[config.mk]
export PLATFORM = sky130hd
export DESIGN_NAME = rx_cmd_controller
export DESIGN_NICKNAME = d
export VERILOG_FILES = /design/src/rtl/rx_cmd_pkg.sv /design/src/rtl/rx_cmd_controller.sv
export SDC_FILE = /design/constraint.sdc
export NUM_CORES = 1
export LEC_CHECK = 0
export ABC_AREA = 1
export CAP_MARGIN = 20
export CELL_PAD_IN_SITES_DETAIL_PLACEMENT = 1
export CELL_PAD_IN_SITES_GLOBAL_PLACEMENT = 1
export CORE_ASPECT_RATIO = 0.8
export CORE_MARGIN = 2
export CORE_UTILIZATION = 38
export CTS_CLUSTER_DIAMETER = 100
export CTS_CLUSTER_SIZE = 8
export DETAILED_ROUTE_END_ITERATION = 8
export PLACE_DENSITY = 0.88
export SLEW_MARGIN = 20
export SYNTH_ARGS = -nofsm -noshare
export SYNTH_HDL_FRONTEND = slang
export SYNTH_SLANG_ARGS = --single-unit
[constraint.sdc]
create_clock -name clk -period 2.32 [get_ports clk]
set_input_delay 0.232 -clock clk [delete_from_list [all_inputs] [get_ports clk]]
set_output_delay 0.232 -clock clk [all_outputs]
set_load 0.03 [all_outputs]
[src/rtl/rx_cmd_pkg.sv]
// Shared command codes and FSM encodings for the host command path.
// The transmit side and any host-side model reuse the same byte codes.
package rx_cmd_pkg;

  localparam logic [7:0] CMD_LOAD_A  = 8'h01;
  localparam logic [7:0] CMD_LOAD_B  = 8'h02;
  localparam logic [7:0] CMD_LOAD_OP = 8'h03;
  localparam logic [7:0] CMD_DISPLAY = 8'h04;

  typedef enum logic [0:0] {
    S_IDLE      = 1'b0,
    S_WAIT_DATA = 1'b1
  } state_e;

  // Register a latched LOAD command will write when its payload arrives.
  typedef enum logic [1:0] {
    TGT_A  = 2'd0,
    TGT_B  = 2'd1,
    TGT_OP = 2'd2
  } tgt_e;

endpackage

[src/rtl/rx_cmd_controller.sv]
// Decodes host command/payload byte frames into ALU operand/opcode registers; all outputs registered (payload visible 1 cycle after its strobe).
// Display requests pulse 2 cycles after DISPLAY when idle; a request is held pending while display_busy and merged with repeats.
module rx_cmd_controller
  import rx_cmd_pkg::*;
#(
  parameter int DATA_W         = 8,
  parameter int OP_W           = 6,
  parameter int TIMEOUT_CYCLES = 1000000
) (
  input  logic              clk,
  input  logic              reset,
  input  logic [DATA_W-1:0] rx_data,
  input  logic              rx_done_pulse,
  input  logic              display_busy,
  output logic [DATA_W-1:0] alu_operand_a,
  output logic [DATA_W-1:0] alu_operand_b,
  output logic [OP_W-1:0]   alu_opcode,
  output logic              display_cmd_pulse,
  output logic              cmd_error_pulse
);

  localparam int              TMR_W    = $clog2(TIMEOUT_CYCLES);
  localparam logic [TMR_W-1:0] TMR_LAST = TMR_W'(TIMEOUT_CYCLES - 1);

  state_e             state_q, state_d;
  tgt_e               tgt_q, tgt_d;
  logic [TMR_W-1:0]   timer_q, timer_d;
  logic               pending_q, pending_d;
  logic               disp_q, disp_d;
  logic               err_q, err_d;
  logic [DATA_W-1:0]  opa_q, opa_d;
  logic [DATA_W-1:0]  opb_q, opb_d;
  logic [OP_W-1:0]    opc_q, opc_d;

  logic               is_load, is_disp;
  tgt_e               rx_tgt;
  logic               pend_set;
  logic               timeout_hit;

  always_comb begin : decode
    is_load = 1'b0;
    is_disp = 1'b0;
    rx_tgt  = TGT_A;
    case (rx_data)
      DATA_W'(CMD_LOAD_A):  begin is_load = 1'b1; rx_tgt = TGT_A;  end
      DATA_W'(CMD_LOAD_B):  begin is_load = 1'b1; rx_tgt = TGT_B;  end
      DATA_W'(CMD_LOAD_OP): begin is_load = 1'b1; rx_tgt = TGT_OP; end
      DATA_W'(CMD_DISPLAY): is_disp = 1'b1;
      default:              ;
    endcase
  end

  assign timeout_hit = (timer_q == TMR_LAST);

  always_ff @(posedge clk) begin : state_reg
    if (reset) begin
      state_q <= S_IDLE;
    end else begin
      state_q <= state_d;
    end
  end

  always_comb begin : next_state
    state_d = state_q;
    case (state_q)
      S_IDLE:      if (rx_done_pulse && is_load) state_d = S_WAIT_DATA;
      S_WAIT_DATA: if (rx_done_pulse || timeout_hit) state_d = S_IDLE;
      default:     state_d = S_IDLE;
    endcase
  end

  always_comb begin : outputs
    tgt_d    = tgt_q;
    timer_d  = timer_q;
    opa_d    = opa_q;
    opb_d    = opb_q;
    opc_d    = opc_q;
    err_d    = 1'b0;
    pend_set = 1'b0;
    case (state_q)
      S_IDLE: begin
        if (rx_done_pulse) begin
          if (is_load) begin
            tgt_d   = rx_tgt;
            timer_d = '0;
          end else if (is_disp) begin
            pend_set = 1'b1;
          end else begin
            err_d = 1'b1;
          end
        end
      end
      S_WAIT_DATA: begin
        // Any byte here is payload, even one that looks like a command code.
        if (rx_done_pulse) begin
          case (tgt_q)
            TGT_A:   opa_d = rx_data;
            TGT_B:   opb_d = rx_data;
            TGT_OP:  opc_d = rx_data[OP_W-1:0];
            default: ;
          endcase
        end else if (timeout_hit) begin
          err_d = 1'b1;
        end else begin
          timer_d = timer_q + TMR_W'(1);
        end
      end
      default: ;
    endcase

    // Gate on disp_q so a pulse never stretches; a same-cycle new request keeps pending set.
    disp_d    = pending_q && !display_busy && !disp_q;
    pending_d = pend_set || (pending_q && !disp_d);
  end

  always_ff @(posedge clk) begin : data_regs
    if (reset) begin
      tgt_q     <= TGT_A;
      timer_q   <= '0;
      pending_q <= 1'b0;
      disp_q    <= 1'b0;
      err_q     <= 1'b0;
      opa_q     <= '0;
      opb_q     <= '0;
      opc_q     <= '0;
    end else begin
      tgt_q     <= tgt_d;
      timer_q   <= timer_d;
      pending_q <= pending_d;
      disp_q    <= disp_d;
      err_q     <= err_d;
      opa_q     <= opa_d;
      opb_q     <= opb_d;
      opc_q     <= opc_d;
    end
  end

  assign alu_operand_a     = opa_q;
  assign alu_operand_b     = opb_q;
  assign alu_opcode        = opc_q;
  assign display_cmd_pulse = disp_q;
  assign cmd_error_pulse   = err_q;

endmodule

[Yosys cells after proc, flatten, opt, wreduce, memory -nomap -nowiden]
Cells that the tools add are included.
Operators by class
  add/subtract/negate cells: 1
  equality and inequality tests: 11
  multiplexer cells: 21
  bitwise gates (word level): 1
  reduce and logical (&&, ||, !) cells: 16
Operator list (count)
  2-to-1 mux 20 bit: 4
  one-hot mux 20 bit (2 select lines): 1
  adder 20 x 1 -> 20 bit (second input constant): 1
  == test 20 bit (second input constant): 1
  == test 8 x 2 -> 1 bit (second input constant): 2
  2-to-1 mux 1 bit: 13
  AND reduction 3 bit: 4
  == test 8 x 1 -> 1 bit (second input constant): 1
  == test 8 x 3 -> 1 bit (second input constant): 1
  != test 2 bit (second input constant): 4
  logical AND 1 bit: 4
  one-hot mux 1 bit (2 select lines): 2
  one-hot mux 2 bit (2 select lines): 1
  AND reduction 4 bit: 1
  logical NOT 1 bit: 3
  OR reduction 3 bit: 1
  == test 2 x 1 -> 1 bit (second input constant): 1
  == test 2 bit (second input constant): 1
  logical NOT 2 bit: 1
  logical OR 1 bit: 2
  inverter 1 bit: 1
Storage, ports and cells
  register bits: 48
  bits of input ports: 12
  output and inout bits: 24
  word-level logic and storage cells: 59

[Longest topological paths before layout]
  word-level depth: 7
  gate-level depth with buffers: 11
  mapped depth without buffers: 11

[Worst setup path after synthesis]
No wires, ideal clock.
  path type: register -> register
  from: register state_q
  to: register timer_q[10]
  library setup time: 0.070 ns
  arrival: 1.933 ns
  data required time: 2.250 ns
  path slack: 0.317 ns
  stages on the path, launching flop included: 9
  path through: dfxtp_1 -> inv_1 -> clkbuf_1 -> ha_1 -> inv_1 -> clkbuf_1 -> clkbuf_1 -> nand3_1 -> a21oi_1
Between the ends
  word-level cells in the longest chain between the ends: 3
  elaborated cells between the ends (all ways): 7
  those cells by class: eq/ne (4); mux (1); bitwise (1); reduce/logical (1)
RTL lines
  start: declaration: line rx_cmd_controller.sv:25  | state_e state_q, state_d;
  start signal: assignment: line rx_cmd_controller.sv:59  | state_q <= state_d;
  inverter 1 bit
  != test 2 bit (no source line)
  AND reduction 4 bit (no source line)
  end signal: assignment: line rx_cmd_controller.sv:128  | timer_q <= timer_d;
  end: declaration: line rx_cmd_controller.sv:27  | logic [TMR_W-1:0] timer_q, timer_d;
Several ways; a longest one is shown, not always the timed one.
A chain may end at the register's enable or synchronous reset.

[Worst setup path in the final report]
  from: register state_q
  to: register timer_q[17]
Same word-level chain as after synthesis.

==> impl_metrics.env <==
export IMPL_area_delta_synth_final_pct=21.2
export IMPL_firstDrtPassIters=4
export IMPL_initial_utilization_pct=39.5
export IMPL_viasPerCell=5.13
export IMPL_rows=26
export IMPL_cts_root_buffer="sky130_fd_sc_hd__clkbuf_8"
export IMPL_gp_congestion=0.850
export IMPL_critical_path_most_common_cell="sky130_fd_sc_hd__inv_1"
export IMPL_synth_simple_gate_area_share_pct=35.6
export IMPL_critical_path_max_stage_delay_ps=510
export IMPL_cts_tree="built"
export IMPL_synth_compound_gate_area_share_pct=13.3
export IMPL_internal_power_mw=1.11
export IMPL_first_iter_violations=139
export IMPL_cell_with_the_most_instances_after_synthesis="sky130_fd_sc_hd__nand2_1"
export IMPL_yosysTopAreaCellShare_pct=37.9
export IMPL_worst_endpoint_arrival_ps=2050
export IMPL_ys_types=24
export IMPL_top_ports=36
export IMPL_synth_cell_area_um2=2530
export IMPL_finClkSkew_ps=6.99
export IMPL_path_cells="inv_1 > ha_1 > inv_1 > nand3_2 > a21oi_1 > nor2_1"
export IMPL_post_synth_top_area_cell="sky130_fd_sc_hd__dfxtp_1"
export IMPL_drt_antenna_violating_nets=0
export IMPL_rsz0062_at_grt="false"
export IMPL_gr_total_overflow=0
export IMPL_synth_ff_latch_count=48
export IMPL_core_area_um2=6410
export IMPL_timing_fmax_mhz=545
export IMPL_vdd_drop_max_mv=0.418
export IMPL_port_buffer_count=35
export IMPL_postCtsResizedCells=0
export IMPL_die_area_um2=7340
export IMPL_timing_critical_path_buf_inv=2
export IMPL_via_count=2613
export IMPL_fp_dieH_um=77.0
export IMPL_timing_setup_critical_path_class="reg2reg"
export IMPL_finalHoldViolations=0
export IMPL_nNetsFinal=439
export IMPL_max_cap_viol_count=0
export IMPL_syn_nets=404
export IMPL_synth_top_family_by_area="simple AND/OR/NAND/NOR gates"
export IMPL_design_area_um2=3070
export IMPL_syn_instance_count=389
export IMPL_setup_tns_final_ps=0
export IMPL_design_power_total_mw=1.47
export IMPL_startpoint_type="register"
export IMPL_remaining_drc_errors=0
export IMPL_die_w_um=95.3
export IMPL_share_seq_of_total_power_pct=56.2
export IMPL_run_status="complete, no violations"
export IMPL_globalRouteTotalUtil_pct=22.2
export IMPL_p_clk_share_pct=38.1
export IMPL_postLayoutSetupSlackWorst_ps=484
export IMPL_standard_cell_area_after_detailed_placement_um2=2970
export IMPL_cts_setup_buffers=0
export IMPL_synth_top_cells_by_count="sky130_fd_sc_hd__nand2_1, sky130_fd_sc_hd__nor2_1, sky130_fd_sc_hd__inv_1"
export IMPL_cts_max_path_buffers=2
export IMPL_route_final_wire_length_um=7450
export IMPL_parity_gate_share_of_the_synthesized_area_counting_xor_and_xnor_cells_pct=1.04
export IMPL_critical_path_peak_fanout=21
export IMPL_timing_final_crit_period_ps=1840
export IMPL_hold_path_class="reg2reg"
export IMPL_critical_path_slowest_cell="sky130_fd_sc_hd__dfxtp_1"
export IMPL_syn_avg_cell_area_um2=6.51
export IMPL_slew_worst_pin_ps=574
export IMPL_power_switching_share_pct=24.8
export IMPL_synth_edf_count=0
export IMPL_combinational_share_of_power_pct=5.7
export IMPL_switching_power_mw=0.366
export IMPL_fillCellCount=857
export IMPL_synth_seq_area_share_pct=37.9
export IMPL_number_of_global_route_vias_before_repair=2662
export IMPL_synth_yosys_warnings=0
export IMPL_synthAdderAreaFrac_pct=1.48
export IMPL_placement_setup_worst_slack_ps=161
export IMPL_layout_worst_path_cycle_share_pct=79.2
export IMPL_slew_viol_final=0
export IMPL_endpoint_kind="register"
export IMPL_antenna_found_initial=0
export IMPL_cp_data_required_time_ps=2540
export IMPL_synth_async_sr_flop_share_pct=0
export IMPL_cpLargestDelayFamily="flip-flops"
export IMPL_primary_flip_flop_cell_chosen_by_synthesis_mapping="sky130_fd_sc_hd__dfxtp_1"
export IMPL_setup_violations_final=0
export IMPL_wire_length_of_the_first_global_routing_pass_um=12800
export IMPL_wl_per_cell_um=14.6
export IMPL_pwr_density_cell_nw_per_um2=480
export IMPL_layout_drive_gt1_share_pct=8.00
export IMPL_max_slew_margin_pct=61.7
export IMPL_postCtsHoldBufs=0
export IMPL_grt_start_max_net_pins=24
export IMPL_static_leakage_power_nw=1.17
export IMPL_hold_worst_slack_ps=449
export IMPL_clk_latency_ps=320
export IMPL_main_area_contributors_after_synthesis="sky130_fd_sc_hd__dfxtp_1, sky130_fd_sc_hd__nand2_1, sky130_fd_sc_hd__nor2_1"
export IMPL_place_detailed_hpwl_um=5630
export IMPL_clkSlewWorstSetupHoldPaths_ps=100
export IMPL_numCtsBuffers=5
export IMPL_clkSinkCount=48
export IMPL_synth_mux_area_fraction_pct=0
export IMPL_cts_htree_levels=2
export IMPL_diodes=0
worst reg2reg max path, delay by kind of cell (launching register included):
family / cells / cell delay (ps)
AOI/OAI and AO/OA: 1 / 280
and+or+nand+nor: 2 / 410
DFF: 1 / 510
adders and majority gates: 1 / 290
buffers and inverters: 2 / 230
layer usage:
layer	up-vias	GRT usage (%)	wire length (µm)
met1	1251	31.3	3740
met4	0	6.81	107
met5	-	0	0
met2	41	33.5	3330
met3	9	5.11	268
li1	1312	-	-
power by group through the flow:
stage,registers (mW),logic (mW),clock network [mW]
detailed placement,0.847,0.0840,0
CTS,0.828,0.0850,0.581
floorplan,0.849,0.0375,0
global placement,0.847,0.0809,0
finish,0.828,0.0843,0.562
global route,0.829,0.0936,0.618
registers in the layout, indices dropped and copies added (netlist names):
register	flops
display_cmd_pulse	1
alu_opcode	6
pending_q	1
timer_q	20
cmd_error_pulse	1
alu_operand_a	8
alu_operand_b	8
tgt_q	2
state_q	1
cells by family after synthesis:
family,after synthesis
AND/OR/NAND/NOR,204
buffers and inverters,66
AO/OA/AOI/OAI,65
flip-flops,48
XOR/XNOR,3
adder cells (fa/ha/maj),3
metrics by stage:
| step | util [%] | std cells |
|---|---|---|
| 6_report | 47.9 | 509 |
| 5_1_grt | 47.9 | 509 |
| 4_1_cts | 47.9 | 509 |
| 3_5_place_dp | 46.3 | 501 |
| 3_3_place_gp | 46.3 | 501 |
| 2_1_floorplan | - | 389 |
final cells by class:
type	count	area, µm²	share of cell area [%]
multi-input combinational	275	1300	42.4
timing repair buffer	43	410	13.4
clock buffer	6	82.6	2.69
clock inverter	2	17.5	0.571
inverter	51	191	6.24
sequential	48	961	31.3
tap	84	105	3.42
placed cells by master, fill, tap and decap left out:
cell                              count
sky130_fd_sc_hd__inv_2                2
sky130_fd_sc_hd__a21oi_1             38
sky130_fd_sc_hd__o21ai_0             24
sky130_fd_sc_hd__nand3_2              2
sky130_fd_sc_hd__dfxtp_1             48
sky130_fd_sc_hd__nor4_1               1
sky130_fd_sc_hd__nor3_1               3
sky130_fd_sc_hd__clkdlybuf4s50_1     35
sky130_fd_sc_hd__xnor2_1              1
sky130_fd_sc_hd__ha_1                 3
sky130_fd_sc_hd__a21oi_2              3
sky130_fd_sc_hd__xor2_1               2
sky130_fd_sc_hd__or2_2                1
sky130_fd_sc_hd__buf_4                8
sky130_fd_sc_hd__nor2_2               3
sky130_fd_sc_hd__nand4_1             12
sky130_fd_sc_hd__clkbuf_8             6
sky130_fd_sc_hd__nor2_1              57
sky130_fd_sc_hd__inv_1               49
sky130_fd_sc_hd__nor3_2               1
sky130_fd_sc_hd__nand2_2              3
sky130_fd_sc_hd__inv_6                2
sky130_fd_sc_hd__or3b_2               1
sky130_fd_sc_hd__nor2_4               2
sky130_fd_sc_hd__nand3_1             34
sky130_fd_sc_hd__nand2_1             84
worst paths after layout:
path	slack, ps	endpoint	from	cells after the start
worst min register to register	450	alu_operand_b[1]	alu_operand_b[1]	2
worst min-delay path	450	alu_operand_b[1]	alu_operand_b[1]	2
worst max-delay path	480	timer_q[17]	state_q	6
worst max register to register	480	timer_q[17]	state_q	6
Note: power is estimated with default switching activity, not from simulation.
